--- src/rtl/bist_fail_log.sv ---
// Result stage for the March BIST: saturating fail count, registered GoNoGo flag and,
// with BIST_FAIL_DIAG_EN defined, a show-ahead FIFO logging failing entries.
module bist_fail_log #(
    parameter int DEPTH = 8,
    parameter int CNT_W = 16
) (
    input  logic             Clock,
    input  logic             Reset_n,
    input  logic             Start,
    input  logic             Done,
    input  logic             FailValid,
    input  logic [7:0]       FailAddr,
    input  logic [3:0]       FailExp,
    input  logic [3:0]       FailAct,
    input  logic [2:0]       FailElem,
    input  logic             RdEn,
    output logic             RdValid,
    output logic [18:0]      RdData,
    output logic [CNT_W-1:0] FailCount,
    output logic             Overflow,
    output logic             Busy,
    output logic             GoNoGo
);

    localparam logic [1:0] IDLE = 2'd0;
    localparam logic [1:0] RUN  = 2'd1;
    localparam logic [1:0] DONE = 2'd2;

    logic [1:0]       state;
    logic [CNT_W-1:0] count;
    logic             go;
    logic             fail_acc;

    // Start takes priority, so a same-cycle fail is never counted.
    assign fail_acc = (state == RUN) && FailValid && !Start;

    always_ff @(posedge Clock) begin
        if (!Reset_n) begin
            state <= IDLE;
            count <= '0;
            go    <= 1'b0;
        end else if (Start) begin
            state <= RUN;
            count <= '0;
            go    <= 1'b0;
        end else if (state == RUN) begin
            if (FailValid && (count != '1))
                count <= count + CNT_W'(1);
            if (Done) begin
                state <= DONE;
                go    <= (count == '0) && !FailValid;
            end
        end
    end

    assign FailCount = count;
    assign Busy      = (state == RUN);
    assign GoNoGo    = go;

`ifdef BIST_FAIL_DIAG_EN
    localparam int AW = $clog2(DEPTH);

    logic [18:0] mem [DEPTH];
    logic [AW:0] wr_ptr;
    logic [AW:0] rd_ptr;
    logic        empty;
    logic        full;
    logic        pop;
    logic        push;
    logic        ovf;

    assign empty = (wr_ptr == rd_ptr);
    assign full  = (wr_ptr[AW] != rd_ptr[AW]) && (wr_ptr[AW-1:0] == rd_ptr[AW-1:0]);
    assign pop   = RdEn && !empty && !Start;
    // A full FIFO still accepts a push when the head leaves in the same cycle.
    assign push  = fail_acc && (!full || pop);

    always_ff @(posedge Clock) begin
        if (!Reset_n || Start) begin
            wr_ptr <= '0;
            rd_ptr <= '0;
            ovf    <= 1'b0;
        end else begin
            if (push)
                wr_ptr <= wr_ptr + (AW+1)'(1);
            if (pop)
                rd_ptr <= rd_ptr + (AW+1)'(1);
            if (fail_acc && !push)
                ovf <= 1'b1;
        end
    end

    always_ff @(posedge Clock) begin
        if (push)
            mem[wr_ptr[AW-1:0]] <= {FailElem, FailAddr, FailExp, FailAct};
    end

    assign RdValid  = !empty;
    assign RdData   = empty ? '0 : mem[rd_ptr[AW-1:0]];
    assign Overflow = ovf;
`else
    logic unused_diag;
    assign unused_diag = ^{RdEn, FailAddr, FailExp, FailAct, FailElem, fail_acc};

    assign RdValid  = 1'b0;
    assign RdData   = '0;
    assign Overflow = 1'b0;
`endif

endmodule

--- config.mk ---
export PLATFORM = sky130hd
export DESIGN_NAME = bist_fail_log
export DESIGN_NICKNAME = d
export VERILOG_FILES = /design/src/rtl/bist_fail_log.sv
export SDC_FILE = /design/constraint.sdc
export NUM_CORES = 1
export LEC_CHECK = 0
export BUFFER_PORTS_ARGS = -buffer_cell sky130_fd_sc_hd__buf_2
export CAP_MARGIN = 0
export CELL_PAD_IN_SITES_DETAIL_PLACEMENT = 1
export CELL_PAD_IN_SITES_GLOBAL_PLACEMENT = 1
export CORE_MARGIN = 4
export CORE_UTILIZATION = 30
export DETAILED_ROUTE_END_ITERATION = 10
export PLACE_DENSITY_LB_ADDON = 0.2
export SYNTH_ARGS = -nofsm -noshare
export SYNTH_HDL_FRONTEND = slang
export SYNTH_SLANG_ARGS = --single-unit
export TNS_END_PERCENT = 1
--- constraint.sdc ---
create_clock -name Clock -period 4.2 [get_ports Clock]
set_clock_uncertainty 0.2 [all_clocks]
set_input_delay 0.21 -clock Clock [delete_from_list [all_inputs] [get_ports Clock]]
set_output_delay 0.21 -clock Clock [all_outputs]
set_load 0.01 [all_outputs]
==> results of run 1 <==
[stage by stage]
stage	std cells	util [%]	area, um^2	hold slack (ns)	power (mW)
3_3_place_gp	215	32.28	1291	0.2453	0.2126
4_1_cts	220	33.66	1346	0.01711	0.3464
5_1_grt	220	33.66	1346	0.04889	0.3593
2_1_floorplan	170	-	1323	0.1382	0.2206
3_5_place_dp	215	32.28	1291	0.2539	0.2131
6_report	220	33.66	1346	0.01217	0.3441
[kinds of logic (layout without fill, tap and decap cells)]
| family | Yosys count | in the layout |
|---|---|---|
| simple gates | 64 | 64 |
| compound gates | 33 | 33 |
| buf+inv | 30 | 30 |
| flops | 19 | 19 |
| fa+ha+maj | 2 | 2 |
| other cells | 1 | 21 |
| mux | 1 | 1 |
[timing repair]
action,4_1_cts,5_1_grt
hold buffers,1,0
endpoints found under the hold margin,1,0
setup endpoints to repair,0,0
[cell usage in the layout (no fill, tap or decap), types with 2 or more instances in the layout]
| cell type | instances |
|---|---|
| nand2_1 | 12 |
| nor2_1 | 7 |
| and4_1 | 2 |
| and4_4 | 2 |
| conb_1 | 21 |
| nor2b_1 | 3 |
| a31oi_1 | 2 |
| nand2b_1 | 4 |
| ha_1 | 2 |
| nand4_1 | 5 |
| a21oi_1 | 13 |
| or3_1 | 3 |
| a31o_1 | 3 |
| inv_1 | 3 |
| buf_2 | 22 |
| o21ai_0 | 5 |
| and3_1 | 2 |
| clkbuf_8 | 3 |
| o31ai_1 | 3 |
| dfxtp_1 | 19 |
| nor3_1 | 3 |
| nor4_1 | 4 |
| nand3_1 | 6 |
| nand4_2 | 2 |
| or4_1 | 2 |
[flip-flops by register name (all words and copies together) (netlist names)]
name       count
FailCount     16
GoNoGo         1
state          2
[cell type report]
cell class	count	share of cell area, %
well taps	50	4.647
clock buffers	4	3.346
inverters	3	0.8364
repair buffers	23	8.922
flip-flops and latches	19	28.25
multi-input cells	121	54.00
[power by group]
group / switching [mW] / internal, mW / leakage, nW
Clock: 0.0664 / 0.0676 / 0.0228
Combinational: 0.0205 / 0.00678 / 0.397
Sequential: 0.00158 / 0.181 / 0.153
Total: 0.0885 / 0.256 / 0.573
[worst min-delay path, stage by stage]
cell and delay (ns):
buf_2 0.09, a21oi_1 0.04, nor2b_1 0.09
[worst paths after layout]
kind,from,to,slack (ns),depth (start not counted)
setup reg to reg,state[0]$_SDFFE_PN0P_,FailCount[15]$_SDFFE_PP0P_,2.19,4
hold reg to reg,GoNoGo$_SDFFE_PP0P_,GoNoGo$_SDFFE_PP0P_,0.26,2
setup / recovery,state[0]$_SDFFE_PN0P_,FailCount[15]$_SDFFE_PP0P_,2.19,4
hold / removal,Start,state[0]$_SDFFE_PN0P_,0.01,3
[layer usage]
metal,up-vias,part of all wire [%]
met5,-,0
met4,0,2.3
met3,6,4.8
met2,31,47
met1,567,46
li1,554,-
==> qor.yml, run 1 <==
worst_setup_path:
  path_buf_inv: 0
  crit_slowest_cell: "nor4_4"
  crit_path_max_fanout: 11
  cp_data_arrival_time_ns: 1.97
  path_class: "flop to flop"
  crit_path_end_kind: "flop"
  start_kind: "flop"
  crit_chain: "nand3b_1, nor4_4, a21oi_1, a311oi_1"
  cp_data_required_time_ns: 4.16
  crit_path_max_incr_delay_ns: 0.53
  critPathTopFamily: "simple AND/OR/NAND/NOR gates"
synthesis:
  synthMuxAreaShare_pct: 0.8024
  synth_area_leaders: "dfxtp_1 30%, buf_4 13%, a21oi_1 5.2%"
  synth-seq-cells: 19
  synth_xor_area_share_pct: 0
  synth_edf_count: 0
  synthFlopType: "dfxtp_1"
  synth_top_family_by_area: "simple AND/OR/NAND/NOR gates"
  netlist_area_mm2: 0.001247
  synth-async-reset-ratio_pct: 0
  synth_cell_types: 42
  synth.avg_cell_area_um2: 8.316
  ys.warnings.count: 0
  synth_adder_area_share_pct: 2.006
  synth-compound-area-share_pct: 17.45
  synth_cells: 150
  synth_common_cells: "21 x buf_4, 19 x dfxtp_1, 13 x a21oi_1, 12 x nand2_1, 7 x nor2_1"
  post-synth-top-area-cell: "dfxtp_1"
  synth_most_common_cell: "buf_4"
  yosys.area_share.simple_pct: 31.70
  yosysSeqAreaShare_pct: 30.49
  synth_top_area_share_pct: 30.49
global_route:
  grt_usage_pct: 13.46
  grt_most_used_layer: "met2"
  use_met3_pct: 2.216
  grtUsageMet2_pct: 22.85
  grt_max_degree: 14
  antenna_found_initial: 0
  grt_pass1_wl_um: 5561
  first_global_vias: 1151
  grt.met1_usage_pct: 16.65
  grt-ovfl-total: 0
power_and_ir_drop:
  powerDensity_mw_per_mm2: 255.6
  ir_drop_mv: 0.1033
  p_leak_nw: 0.5729
cts:
  ctsResizeCount: 0
  cts.sinks: 19
  clock_path_buffers: 2
  ctsHtreeMaxLevel: 1
  cts_root_buf: "clkbuf_8"
  tritoncts: "done"
  cts-buffers-inserted: 3
  clk_pin_slew_worst_paths_ns: 0.08
  insertion_delay_ns: 0.26
  postCtsSetupBuffers: 0
placement:
  dp_slack_ns: 2.200
  port_buffers: 22
  place_congestion: 0.8145
  dp_hpwl_um: 2415
floorplanning:
  die_h_um: 72.49
  die_width_um: 72.49
  start_util_pct: 31.19
  die-area_mm2: 0.005254
  std_cell_rows: 23
  core_mm2: 0.004000
  ios: 64
cells_and_area:
  syn2layout_area_growth_pct: 7.924
  multi_input_area_um2: 726.9
  drive_gt1_share_pct: 19.41
  antenna_cells: 0
  finalNetCount: 198
  num-fill-cells: 494
  regArea_um2: 380.4
timing:
  period_share_pct: 47.84
  final-max-slew-violation-count: 0
  timing.final.ws_setup_ns: 2.191
  hold_violations: 0
  tightest_slew_ns: 0.8600
  relSlewSlack_pct: 42.55
  setup_viol: 0
  timing.fmax_ghz: 0.4977
  period_needed_ns: 2.009
  rsz0062_at_grt: "false"
  tns_ns: 0
drt:
  viasPerCell: 5.264
  first_pass_iters: 4
  drt-total-wl_um: 3312
  ant_nets: 0
  routedWlPerCell_um: 15.05
  num_vias: 1158
  drc: 0
  drt_iter0_markers: 49
run:
  maxCapViolations: 0
status:
  status: "finished, final reports clean"
hold_path:
  hold_class: "input pin to flop"
Power figures use the tool's default switching activity.
==> run 2: changes to the inputs <==
clock period = 2 ns   (was 4.2 ns; I/O delays follow)
==> run 2 against run 1 <==
Worst hold slack gained 0.087 ns. Worst setup slack lost 2.1 ns. Clock-buffer cell count is the same. Total power grew 110%. Global-route usage grew 0.56 points. Final cell count grew 5.5%. Utilization grew 2.5 points. Sequential power grew 110%. Sequential cell count is the same. Clock power grew 110%. Die area is the same.
==> qor.yml, run 2 (same netlist as run 1, synthesis figures left out) <==
worst_setup_path:
  start_kind: "flop"
  cp_data_required_time_ns: 1.99  # -2.17 ns
  path_class: "flop to flop"
  crit_path_end_kind: "flop"
  cp_data_arrival_time_ns: 1.87  # -0.10 ns
  crit_path_max_fanout: 12  # +1
placement:
  dp_hpwl_um: 2663  # +10%
  port_buffers: 22  # unchanged
  dp.cells: 225  # +4.7%
  place_congestion: 0.8018  # -1.6%
  place_area_mm2: 0.001366  # +5.8%
cells_and_area:
  final_cells: 232  # +5.5%
  largest_reg_flops: 16  # unchanged
  antenna_cells: 0  # unchanged
  multi_input_area_um2: 730.7  # +0.52%
  drive_gt1_share_pct: 23.63  # +4.2 points
  layout_commonest_cell: "buf_2"
  regArea_um2: 380.4  # unchanged
  syn2layout_area_growth_pct: 15.85
  fin_area_mm2: 0.001445  # +7.3%
  finalNetCount: 210  # +6.1%
  num-fill-cells: 504  # +2.0%
  final_cell_mix: "22 x buf_2, 21 x conb_1, 19 x dfxtp_1"
hold_path:
  hold_class: "input pin to flop"
timing:
  whs_ns: 0.09939  # +0.08723 ns
  setup_viol: 0  # unchanged
  rsz0062_at_grt: "false"
  relSlewSlack_pct: 59.17  # +17 points
  tns_ns: 0  # unchanged
  period_needed_ns: 1.881  # -0.1285 ns
  tightest_slew_ns: 0.6124  # -0.2476 ns
  timing.fmax_ghz: 0.5317  # +6.8%
  final-max-slew-violation-count: 0  # unchanged
  hold_violations: 0  # unchanged
  period_share_pct: 94.04  # +46 points
floorplanning:
  std_cell_rows: 23  # unchanged
  die-area_mm2: 0.005254  # unchanged
  die_width_um: 72.49  # unchanged
  ios: 64  # unchanged
  core_mm2: 0.004000  # unchanged
  die_h_um: 72.49  # unchanged
  start_util_pct: 31.19  # unchanged
drt:
  first_pass_iters: 4  # unchanged
  top_layer: "met4"
  ant_nets: 0  # unchanged
  drt-met1-wl_um: 1662  # +8.4%
  drt-total-wl_um: 3487  # +5.3%
  drt_iter0_markers: 46  # -6.1%
  viasPerCell: 5.043  # -4.2%
  routedWlPerCell_um: 15.03  # -0.16%
  num_vias: 1170  # +1.0%
  wl_met3_um: 144  # -8.9%
  drc: 0  # unchanged
  wl_met2_um: 1632  # +5.7%
cts:
  cts_root_buf: "clkbuf_8"
  clock_path_buffers: 2  # unchanged
  tritoncts: "done"
  cts-buffers-inserted: 3  # unchanged
  ctsHtreeMaxLevel: 1  # unchanged
  clk_pin_slew_worst_paths_ns: 0.08  # about the same
  cts.sinks: 19  # unchanged
  postCtsSetupBuffers: 0  # unchanged
  insertion_delay_ns: 0.26  # about the same
run:
  maxCapViolations: 0  # unchanged
power_and_ir_drop:
  total_power_uw: 733.8  # +110%
  powerDensity_mw_per_mm2: 507.8  # +99%
  ir_drop_mv: 0.1737  # +68%
  p_leak_nw: 0.6316  # +10%
global_route:
  grt-ovfl-total: 0  # unchanged
  grt_max_degree: 14  # unchanged
  grt_usage_pct: 14.01  # +0.56 points
  antenna_found_initial: 0  # unchanged
  grt_pass1_wl_um: 5871  # +5.6%
  first_global_vias: 1216  # +5.6%
status:
  status: "finished, final reports clean"
==> run 2: path summary, 6_finish.rpt <==
path	startpoint	to	slack [ns]	depth (start not counted)
setup / recovery	FailCount[0]$_SDFFE_PP0P_	FailCount[6]$_SDFFE_PP0P_	0.12	5
hold / removal	FailValid	GoNoGo$_SDFFE_PP0P_	0.1	5
setup reg to reg	FailCount[0]$_SDFFE_PP0P_	FailCount[6]$_SDFFE_PP0P_	0.12	5
hold reg to reg	GoNoGo$_SDFFE_PP0P_	GoNoGo$_SDFFE_PP0P_	0.27	2
==> run 2: per-layer routing <==
metal | vias to the layer above | GRT usage, %
met1 | 562 | 18.54
met2 | 29 | 23.26
met5 | - | 0
met3 | 4 | 2.355
li1 | 575 | -
met4 | 0 | 4.303
==> run 2: final cells by class <==
type                    instances  area share [%]
flip-flops and latches         19           26.32
clock buffers                   4           3.117
multi-input cells             121           50.56
repair buffers                 35           14.89
inverters                       3          0.7792
well taps                      50           4.329
==> run 2: per-stage QoR <==
step | util [%] | worst slack [ns]
after detailed placement | 34.16 | 0.07828
after global placement | 34.16 | 0.1011
final | 36.13 | 0.1193
after floorplan | - | 0.1422
after CTS | 36.03 | 0.05526
after global routing | 36.13 | 0.008912
==> run 2: where the power goes <==
group / switching, mW / internal (mW)
clock: 0.141 / 0.142
combinational: 0.0456 / 0.0213
sequential: 0.00291 / 0.381
total: 0.190 / 0.544
==> run 2: critical path, cell delays in order, from the launching register on <==
cell and delay (ns):
dfxtp_1 0.32, ha_1 0.24, and3_4 0.22, and4_4 0.21, or4_1 0.47, a21oi_1 0.14
==> run 2: timing repair <==
item                                    4_1_cts  5_1_grt
endpoints found under the setup margin        0        1
endpoints found under the hold margin         3        0
hold buffers                                  3        0
gates resized for setup                       0        1
==> run 3: changes to the inputs <==
PLACE_DENSITY = 0.73   (was not set)
PLACE_DENSITY_LB_ADDON = not set   (was 0.2)
==> run 3 against run 2 <==
Sequential share of layout area down 0.56 points. Via count up 3.1%. Utilization up 0.78 points. Sequential cell count unchanged. Critical path depth unchanged. Fmax up 0.27%. Sequential power about the same. Final area up 2.2%. Routed wire length down 5.6%. Critical endpoint unchanged. Largest power group unchanged. Highest routed layer unchanged.
==> qor.yml, run 3 (same netlist as run 1, synthesis figures left out) <==
status:
  status: "finished, final reports clean"
global_route:
  antenna_found_initial: 0  # unchanged
  grt_usage_pct: 13.55  # -0.46 points
  grt-ovfl-total: 0  # unchanged
  first_global_vias: 1226  # +0.82%
  grt_pass1_wl_um: 5589  # -4.8%
  grt_max_degree: 14  # unchanged
placement:
  dp_hpwl_um: 2532  # -4.9%
  place_congestion: 0.7528  # -6.1%
  port_buffers: 22  # unchanged
power_and_ir_drop:
  total_power_uw: 731.8  # -0.27%
  powerDensity_mw_per_mm2: 495.6  # -2.4%
  p_leak_nw: 0.6586  # +4.3%
  ir_drop_mv: 0.2539  # +46%
floorplanning:
  die_width_um: 72.49  # unchanged
  die_h_um: 72.49  # unchanged
  ios: 64  # unchanged
  start_util_pct: 31.19  # unchanged
  std_cell_rows: 23  # unchanged
  core_mm2: 0.004000  # unchanged
  die-area_mm2: 0.005254  # unchanged
timing:
  tns_ns: 0  # unchanged
  setup_viol: 0  # unchanged
  hold_violations: 0  # unchanged
  tightest_slew_ns: 0.5786  # -0.03385 ns
  period_share_pct: 93.78  # -0.25 points
  rsz0062_at_grt: "false"
  final-max-slew-violation-count: 0  # unchanged
  relSlewSlack_pct: 61.43  # +2.3 points
  timing.fmax_ghz: 0.5332  # +0.27%
  period_needed_ns: 1.876  # -0.005096 ns
drt:
  drc: 0  # unchanged
  drt_iter0_markers: 98  # +110%
  routedWlPerCell_um: 13.95  # -7.2%
  num_vias: 1206  # +3.1%
  first_pass_iters: 4  # unchanged
  ant_nets: 0  # unchanged
  viasPerCell: 5.110  # +1.3%
  drt-total-wl_um: 3292  # -5.6%
worst_setup_path:
  critPathTopFamily: "simple AND/OR/NAND/NOR gates"
  path_buf_inv: 0  # unchanged
  cp_data_arrival_time_ns: 1.86  # about the same
  crit_path_end_kind: "flop"
  crit_slowest_cell: "or4_1"
  crit_path_max_fanout: 12  # unchanged
  crit_path_max_incr_delay_ns: 0.47  # about the same
  path_class: "flop to flop"
  start_kind: "flop"
  crit_chain: "ha_1, and3_4, and4_4, or4_1, a21oi_1"
  cp_data_required_time_ns: 1.99  # about the same
cells_and_area:
  largest_reg_flops: 16  # unchanged
  antenna_cells: 0  # unchanged
  final_cell_mix: "22 x buf_2, 21 x conb_1, 19 x dfxtp_1"
  syn2layout_area_growth_pct: 18.36
  layout_commonest_cell: "buf_2"
  drive_gt1_share_pct: 25.81  # +2.2 points
  finalNetCount: 214  # +1.9%
cts:
  insertion_delay_ns: 0.27  # about the same
  tritoncts: "done"
  clk_pin_slew_worst_paths_ns: 0.08  # about the same
  cts-buffers-inserted: 3  # unchanged
  ctsHtreeMaxLevel: 1  # unchanged
  cts_root_buf: "clkbuf_8"
  clock_path_buffers: 2  # unchanged
  cts.sinks: 19  # unchanged
  postCtsSetupBuffers: 0  # unchanged
run:
  maxCapViolations: 0  # unchanged
hold_path:
  hold_class: "input pin to flop"
[run 3: changes by cell type in the layout (fill, tap and decap cells not counted), sizes merged]
cell    delta
buf        +4
clkbuf     -1
clkinv     +1
[run 3: worst reg2reg max path: stages, from the launching register on]
cell and delay [ns]:
dfxtp_1 0.33, ha_1 0.23, and3_4 0.21, and4_4 0.21
or4_1 0.47, a21oi_1 0.15
[run 3: area by class of cell]
| class | instances | area, um^2 |
|---|---|---|
| fill | 512 | 2524 |
| multi-input combinational | 121 | 730.7 |
| sequential | 19 | 380.4 |
| timing repair buffer | 39 | 245.2 |
| tap | 50 | 62.56 |
| clock buffer | 3 | 41.29 |
| inverter | 3 | 11.26 |
| clock inverter | 1 | 5.005 |
[run 3: timing repair]
action                                  in CTS  in global routing
hold buffers                                 3                  0
endpoints found under the setup margin       0                  1
gates resized for setup                      0                  1
hold endpoints to repair                     3                  0
[run 3: per-stage QoR]
step	util [%]	std cells	setup WS [ns]	hold WS (ns)	instance area (um^2)
after floorplan	-	170	0.1422	0.02816	1323
after global placement	34.91	229	0.1253	0.1476	1396
after detailed placement	34.91	229	0.08422	0.1714	1396
after CTS	36.82	236	0.05066	0.04277	1473
after global routing	36.91	236	0.05676	0.05180	1476
final	36.91	236	0.1244	0.06191	1476
[run 3: path summary, 6_finish.rpt]
kind / startpoint / end / slack (ns) / cells past startpoint
setup / recovery: FailCount[0]$_SDFFE_PP0P_ / FailCount[6]$_SDFFE_PP0P_ / 0.12 / 5
hold / removal: FailValid / GoNoGo$_SDFFE_PP0P_ / 0.06 / 5
setup reg to reg: FailCount[0]$_SDFFE_PP0P_ / FailCount[6]$_SDFFE_PP0P_ / 0.12 / 5
hold reg to reg: GoNoGo$_SDFFE_PP0P_ / GoNoGo$_SDFFE_PP0P_ / 0.27 / 2
[run 3: report_power, final]
group          switching (mW)  total, mW  internal, mW
clock                   0.145      0.284         0.139
sequential            0.00277      0.383         0.381
combinational          0.0440     0.0642        0.0202
total                   0.192      0.732         0.540
[run 3: routing by layer]
layer / wire length, um / track usage [%] / part of all wire (%)
met1: 1542 / 17.44 / 47
met2: 1570 / 22.24 / 48
met3: 153 / 2.909 / 4.6
met4: 25 / 4.918 / 0.76
met5: 0 / 0 / 0
